[src/rtl/rc4_decrypt_pkg.sv]
// rc4_decrypt_pkg: shared types and sizes for the RC4 decryption sequencer.
// Holds the FSM state enum, word/lane geometry and a last-byte helper.
package rc4_decrypt_pkg;

    localparam int BYTES_PER_WORD = 4;
    localparam int LANE_W         = 8;
    localparam int WORD_W         = BYTES_PER_WORD * LANE_W;
    localparam int IDX_W          = $clog2(BYTES_PER_WORD);

    typedef enum logic [2:0] {
        IDLE,
        LOAD,
        REQ,
        WAIT,
        OUT
    } state_t;

    function automatic logic is_last_byte(input logic [IDX_W-1:0] idx);
        return idx == IDX_W'(BYTES_PER_WORD - 1);
    endfunction

endpackage

[src/rtl/rc4_decrypt_ctrl_lane_xor.sv]
// ks_lane_xor: XORs one keystream byte into the byte lane chosen by idx.
// Ports: word_i (word), idx_i (lane), ks_byte_i (byte), word_o (result).
module ks_lane_xor
    import rc4_decrypt_pkg::*;
(
    input  logic [WORD_W-1:0] word_i,
    input  logic [IDX_W-1:0]  idx_i,
    input  logic [LANE_W-1:0] ks_byte_i,
    output logic [WORD_W-1:0] word_o
);

    always_comb begin
        word_o = word_i;
        for (int b = 0; b < BYTES_PER_WORD; b++) begin
            if (idx_i == IDX_W'(b)) begin
                word_o[b*LANE_W +: LANE_W] =
                    word_i[b*LANE_W +: LANE_W] ^ ks_byte_i;
            end
        end
    end

endmodule

[src/rtl/rc4_decrypt_ctrl.sv]
// rc4_decrypt_ctrl: takes ciphertext words, XORs in four keystream bytes
// (lane 0 first) and hands plaintext downstream; counts words per frame.
// Ports: clk_i, rst_i (async, active-high); key_ready_i, read_ready_i,
//   rc4_data_i, read_ack_o (ciphertext side); ks_req_o, ks_valid_i,
//   ks_byte_i (keystream side); plain_valid_o, plain_data_o,
//   plain_ready_i (plaintext side); busy_o, word_count_o, frame_done_o.
// Option: RC4_DECRYPT_BYPASS_EN adds bypass_i, which passes a word
//   through untouched (LOAD goes straight to OUT).
module rc4_decrypt_ctrl
    import rc4_decrypt_pkg::*;
#(
    parameter int WORDS_PER_FRAME = 4096,
    parameter int COUNT_W         = 16
) (
    input  logic               clk_i,
    input  logic               rst_i,
`ifdef RC4_DECRYPT_BYPASS_EN
    input  logic               bypass_i,
`endif
    input  logic               key_ready_i,
    input  logic               read_ready_i,
    input  logic [31:0]        rc4_data_i,
    output logic               read_ack_o,
    output logic               ks_req_o,
    input  logic               ks_valid_i,
    input  logic [7:0]         ks_byte_i,
    output logic               plain_valid_o,
    output logic [31:0]        plain_data_o,
    input  logic               plain_ready_i,
    output logic               busy_o,
    output logic [COUNT_W-1:0] word_count_o,
    output logic               frame_done_o
);

    state_t              state_q;
    state_t              state_d;
    logic [WORD_W-1:0]   word_q;
    logic [WORD_W-1:0]   word_xor;
    logic [IDX_W-1:0]    idx_q;
    logic [COUNT_W-1:0]  count_q;
    logic [COUNT_W-1:0]  count_inc;
    logic                frame_done_q;
    logic                capture;
    logic                wrap;
    logic                bypass_q;

    assign capture   = key_ready_i && read_ready_i;
    assign count_inc = count_q + COUNT_W'(1);
    // Also covers WORDS_PER_FRAME == 2**COUNT_W, where both sides wrap to 0.
    assign wrap      = count_inc == COUNT_W'(WORDS_PER_FRAME);

    ks_lane_xor u_lane_xor (
        .word_i    (word_q),
        .idx_i     (idx_q),
        .ks_byte_i (ks_byte_i),
        .word_o    (word_xor)
    );

    always_ff @(posedge clk_i or posedge rst_i) begin
        if (rst_i) begin
            state_q <= IDLE;
        end else begin
            state_q <= state_d;
        end
    end

    always_comb begin
        state_d = state_q;
        unique case (state_q)
            IDLE: begin
                if (capture) begin
                    state_d = LOAD;
                end
            end
            LOAD: begin
                state_d = bypass_q ? OUT : REQ;
            end
            REQ: begin
                state_d = WAIT;
            end
            WAIT: begin
                if (ks_valid_i) begin
                    state_d = is_last_byte(idx_q) ? OUT : REQ;
                end
            end
            OUT: begin
                if (plain_ready_i) begin
                    state_d = IDLE;
                end
            end
            default: begin
                state_d = IDLE;
            end
        endcase
    end

`ifdef RC4_DECRYPT_BYPASS_EN
    always_ff @(posedge clk_i or posedge rst_i) begin
        if (rst_i) begin
            bypass_q <= 1'b0;
        end else if (state_q == IDLE && capture) begin
            bypass_q <= bypass_i;
        end
    end
`else
    assign bypass_q = 1'b0;
`endif

    always_ff @(posedge clk_i or posedge rst_i) begin
        if (rst_i) begin
            word_q       <= '0;
            idx_q        <= '0;
            count_q      <= '0;
            frame_done_q <= 1'b0;
        end else begin
            frame_done_q <= 1'b0;
            unique case (state_q)
                IDLE: begin
                    if (capture) begin
                        word_q <= rc4_data_i;
                        idx_q  <= '0;
                    end
                end
                WAIT: begin
                    if (ks_valid_i) begin
                        word_q <= word_xor;
                        idx_q  <= idx_q + IDX_W'(1);
                    end
                end
                OUT: begin
                    if (plain_ready_i) begin
                        count_q      <= wrap ? '0 : count_inc;
                        frame_done_q <= wrap;
                    end
                end
                default: begin
                end
            endcase
        end
    end

    // Every output is a state decode or a flop, so none follows an input.
    assign read_ack_o    = state_q == LOAD;
    assign ks_req_o      = state_q == REQ;
    assign plain_valid_o = state_q == OUT;
    assign busy_o        = state_q != IDLE;
    assign plain_data_o  = word_q;
    assign word_count_o  = count_q;
    assign frame_done_o  = frame_done_q;

endmodule
[config.mk]
export PLATFORM = sky130hd
export DESIGN_NAME = rc4_decrypt_ctrl
export DESIGN_NICKNAME = d
export VERILOG_FILES = /design/src/rtl/rc4_decrypt_pkg.sv /design/src/rtl/rc4_decrypt_ctrl_lane_xor.sv /design/src/rtl/rc4_decrypt_ctrl.sv
export SDC_FILE = /design/constraint.sdc
export NUM_CORES = 1
export LEC_CHECK = 0
export CAP_MARGIN = 10
export CORE_MARGIN = 2
export CORE_UTILIZATION = 40
export DETAILED_ROUTE_END_ITERATION = 10
export HOLD_SLACK_MARGIN = 0.05
export PLACE_DENSITY = 0.71
export SYNTH_ARGS = -nofsm -noshare
export SYNTH_HDL_FRONTEND = slang
export SYNTH_HIERARCHICAL = 1
export SYNTH_SLANG_ARGS = --single-unit
[constraint.sdc]
create_clock -name clk_i -period 5.4 [get_ports clk_i]
set_clock_uncertainty 0.1 [all_clocks]
set_input_delay 1.08 -clock clk_i [delete_from_list [all_inputs] [get_ports clk_i]]
set_output_delay 1.08 -clock clk_i [all_outputs]
set_load 0.01 [all_outputs]
==> reports/results.tsv <==
stage	metric	value	unit
die	row cnt	32	
sta	Worst slew margin	0.257	
die	die area	8840	µm²
synth	Synth Register Bits	54	
grt	largest net degree at the start of global routing	67	
hold_path	Hold WC Path Type	reg2reg	
route	DRC	0	
power_and_ir_drop	Gate power share	0.535	
die	IO Pins	99	
worst_setup_path	r2r setup slk	3.12	ns
clocking	clock buffer depth	2	
worst_setup_path	crit path from	state_q[1]	
worst_setup_path	worst r2r path cells	7	
sta	worst setup margin	2.52	ns
route	Via density	5.22	
clocking	H-tree depth	2	
synth	Post-Syn Area	3240	µm²
clocking	clk slew on worst S/H paths	0.09	ns
power_and_ir_drop	P_int	1240	µW
clocking	Setup Buffers After CTS	0	
clocking	Post-CTS Hold Fix Bufs	0	
synth	register area share after synthesis	0.417	
layout	ant diodes	0	
worst_setup_path	RR Endpoint	plain_data_o[5]	
worst_setup_path	CP endpoint kind	output pin	
sta	Tightest Pin Transition	1.11	ns
synth	Syn Area/Cell	8.72	µm²
synth	Unique masters post-synth	39	
worst_setup_path	Critical Path Sink	plain_valid_o	
placement	routability cong.	0.858	
power_and_ir_drop	Peak VDD IR	0.178	mV
route	wire length per cell	15.3	µm
grt	initial antenna violation count	0	
worst_setup_path	CP max FO	8	
placement	PortBufs	98	
worst_setup_path	worst flop-to-flop path startpoint	state_q[2]	
grt	vias in the first global route	2865	
power_and_ir_drop	NetSw	916	µW
die	die width	94.0	µm
synth	adder-cell share of the synthesized area	0.00772	
worst_setup_path	crit path kind	reg2out	
power_and_ir_drop	PwrDens	500	nW/µm²
synth	syn_nets	420	
placement	HPWL after detailed placement	5.91	mm
sta	fmax	348	MHz
sta	hold slack	0.422	ns
layout	most frequent cells in the layout	98 x clkdlybuf4s50_1, 82 x nand2_1, 54 x dfrtp_1, 43 x nor2_1, 34 x xnor2_1	
clocking	root buf cell	clkbuf_8	
die	Core Box Area	7810	µm²
clocking	Clk Latency, worst-skew pair	0.31	ns
sta	Final Hold Fails	0	
synth	synthesized instance count	372	
layout	Layout Area Growth over Synthesis	33.1	%
route	Detailed Route WL	8.58	mm
die	Starting Density	0.415	
worst_setup_path	Worst EP required	4.22	ns
layout	commonest non-fill, non-tap cell in the layout	clkdlybuf4s50_1	
synth	yosys warns	6	
sta	final setup TNS	0	ns
route	total number of vias	2920	
layout	share of cells above drive strength 1	0.0547	
power_and_ir_drop	Pleak	0.00173	µW
synth	xor/xnor cell area share of the yosys netlist	0.130	
outcome	status	finished clean	
route	First-pass DRT Iterations	5	
clocking	post-cts gate resize count	0	
sta	RSZ-0062 raised after global routing	false	
worst_setup_path	CP Data Arrival Time	1.70	ns
placement	worst slack, placed	2.58	ns
power_and_ir_drop	total power	2160	µW
grt	gr usage total	0.199	
worst_setup_path	startpoint types	flop	
grt	grt ovf	0	
synth	Synth Area in Simple Gates	0.294	
layout	nets	504	
grt	first-pass GRT wire length	14.1	mm
sta	Final Cycle Share	0.533	
layout	post-layout util	0.553	
clocking	Sink Count	54	
synth	compound-cell area share of the yosys netlist	0.0903	
synth	largest family of logic cells by synthesized area	simple AND/OR/NAND/NOR gates	
synth	mux contribution to synthesized area	0.00617	
sta	Setup-failing EPs final	0	
clocking	CTS tree	built	
sta	Final min period	2.88	ns
power_and_ir_drop	part of the power in registers	0.355	
route	initial drt markers	184	
route	post-route ant nets	0	
power_and_ir_drop	Switching Share	0.425	
die	Die Height	94.0	µm
sta	pins over their slew limit	0	
job	Max-Cap Viols	0	
clocking	CTS Buf Count	5	
power_and_ir_drop	Clk pwr share	0.110	
-- flip-flops by register name (all words and copies together) (netlist names) --
register      flops
frame_done_o      1
idx_q             2
plain_data_o     32
state_q           3
word_count_o     16
-- worst max-delay path: stages (launching register included) --
cell,delay (ns)
dfrtp_1,0.47
nor2_1,0.20
nand2_1,0.09
inv_1,0.10
clkdlybuf4s50_1,0.54
-- routing by layer --
metal	global-route usage	up-vias	wire length, µm
met5	0	-	0
met4	0.0290	0	37
met3	0.0393	6	606
met2	0.333	95	4230
met1	0.273	1394	3700
li1	-	1425	-
-- power by group through the flow --
| stage | logic, µW | registers, µW | clock network, µW |
|---|---|---|---|
| 2_1_floorplan | 786 | 734 | 0 |
| 3_3_place_gp | 1130 | 768 | 0 |
| 3_5_place_dp | 1170 | 774 | 0 |
| 4_1_cts | 1170 | 766 | 243 |
| 5_1_grt | 1280 | 796 | 266 |
| 6_report | 1150 | 765 | 237 |
-- worst min-delay path by stage --
stage / slack [ns] / cells past startpoint / endpoint / start
CTS: 0.43 / 1 / word_count_o[15] / word_count_o[15]
floorplan: 0.44 / 2 / state_q[0] / state_q[2]
finish: 0.42 / 1 / word_count_o[15] / word_count_o[15]
global route: 0.44 / 1 / word_count_o[15] / word_count_o[15]
detailed placement: 0.41 / 1 / word_count_o[15] / word_count_o[15]
global placement: 0.41 / 1 / word_count_o[15] / word_count_o[15]
-- final cells by class --
type                    instances  area [µm²]
clock inverters                 1        5.00
flip-flops and latches         54        1350
fillers                       744        3490
clock buffers                   7        86.3
well taps                     102         128
repair buffers                102        1010
multi-input cells             289        1720
inverters                       4        15.0
-- kinds of logic (layout without fill, tap and decap cells) --
kind of cell    count (synthesis)  count (layout)
compound gates                 46              46
buf+inv                        29             114
fa+ha+maj                       2               2
mux                             2               2
flops                          54              54
simple gates                  191             191
xor+xnor                       48              48
-- synth_stat cells --
master	instances	area, µm²
and2_1	2	12.5
buf_6	5	56.3
inv_1	4	15.0
xor2_1	14	123
nor3_1	3	15.0
nor4_1	2	12.5
o31ai_1	2	15.0
clkbuf_1	6	22.5
nand4_1	6	37.5
or3_4	1	11.3
or4_1	2	15.0
nand3_1	15	75.1
nand2_1	82	308
mux2i_1	2	20.0
buf_2	10	50.1
o21ai_2	1	8.76
nand3b_1	17	128
a31oi_1	32	200
dfrtp_1	54	1350
nand4_2	1	12.5
buf_4	3	22.5
o2111a_2	1	12.5
clkbuf_8	1	13.8
xnor2_1	34	298
o22ai_1	1	6.26
nand2b_1	1	6.26
and3b_1	1	8.76
nor2_4	1	11.3
and4_2	1	10.0
nor3_2	1	10.0
nor3b_2	6	75.1
o21a_1	1	7.51
ha_1	2	25.0
nor2_1	43	161
a21oi_1	3	15.0
and3_1	1	6.26
nor3b_1	5	37.5
o21ai_0	4	20.0
o211ai_1	1	7.51
-- metrics by stage --
stage / cell area, µm² / cells
final: 4320 / 559
after global routing: 4320 / 559
after CTS: 4320 / 559
after detailed placement: 4220 / 551
after global placement: 4220 / 551
after floorplan: 3240 / 372
(Power assumes the default switching activity.)
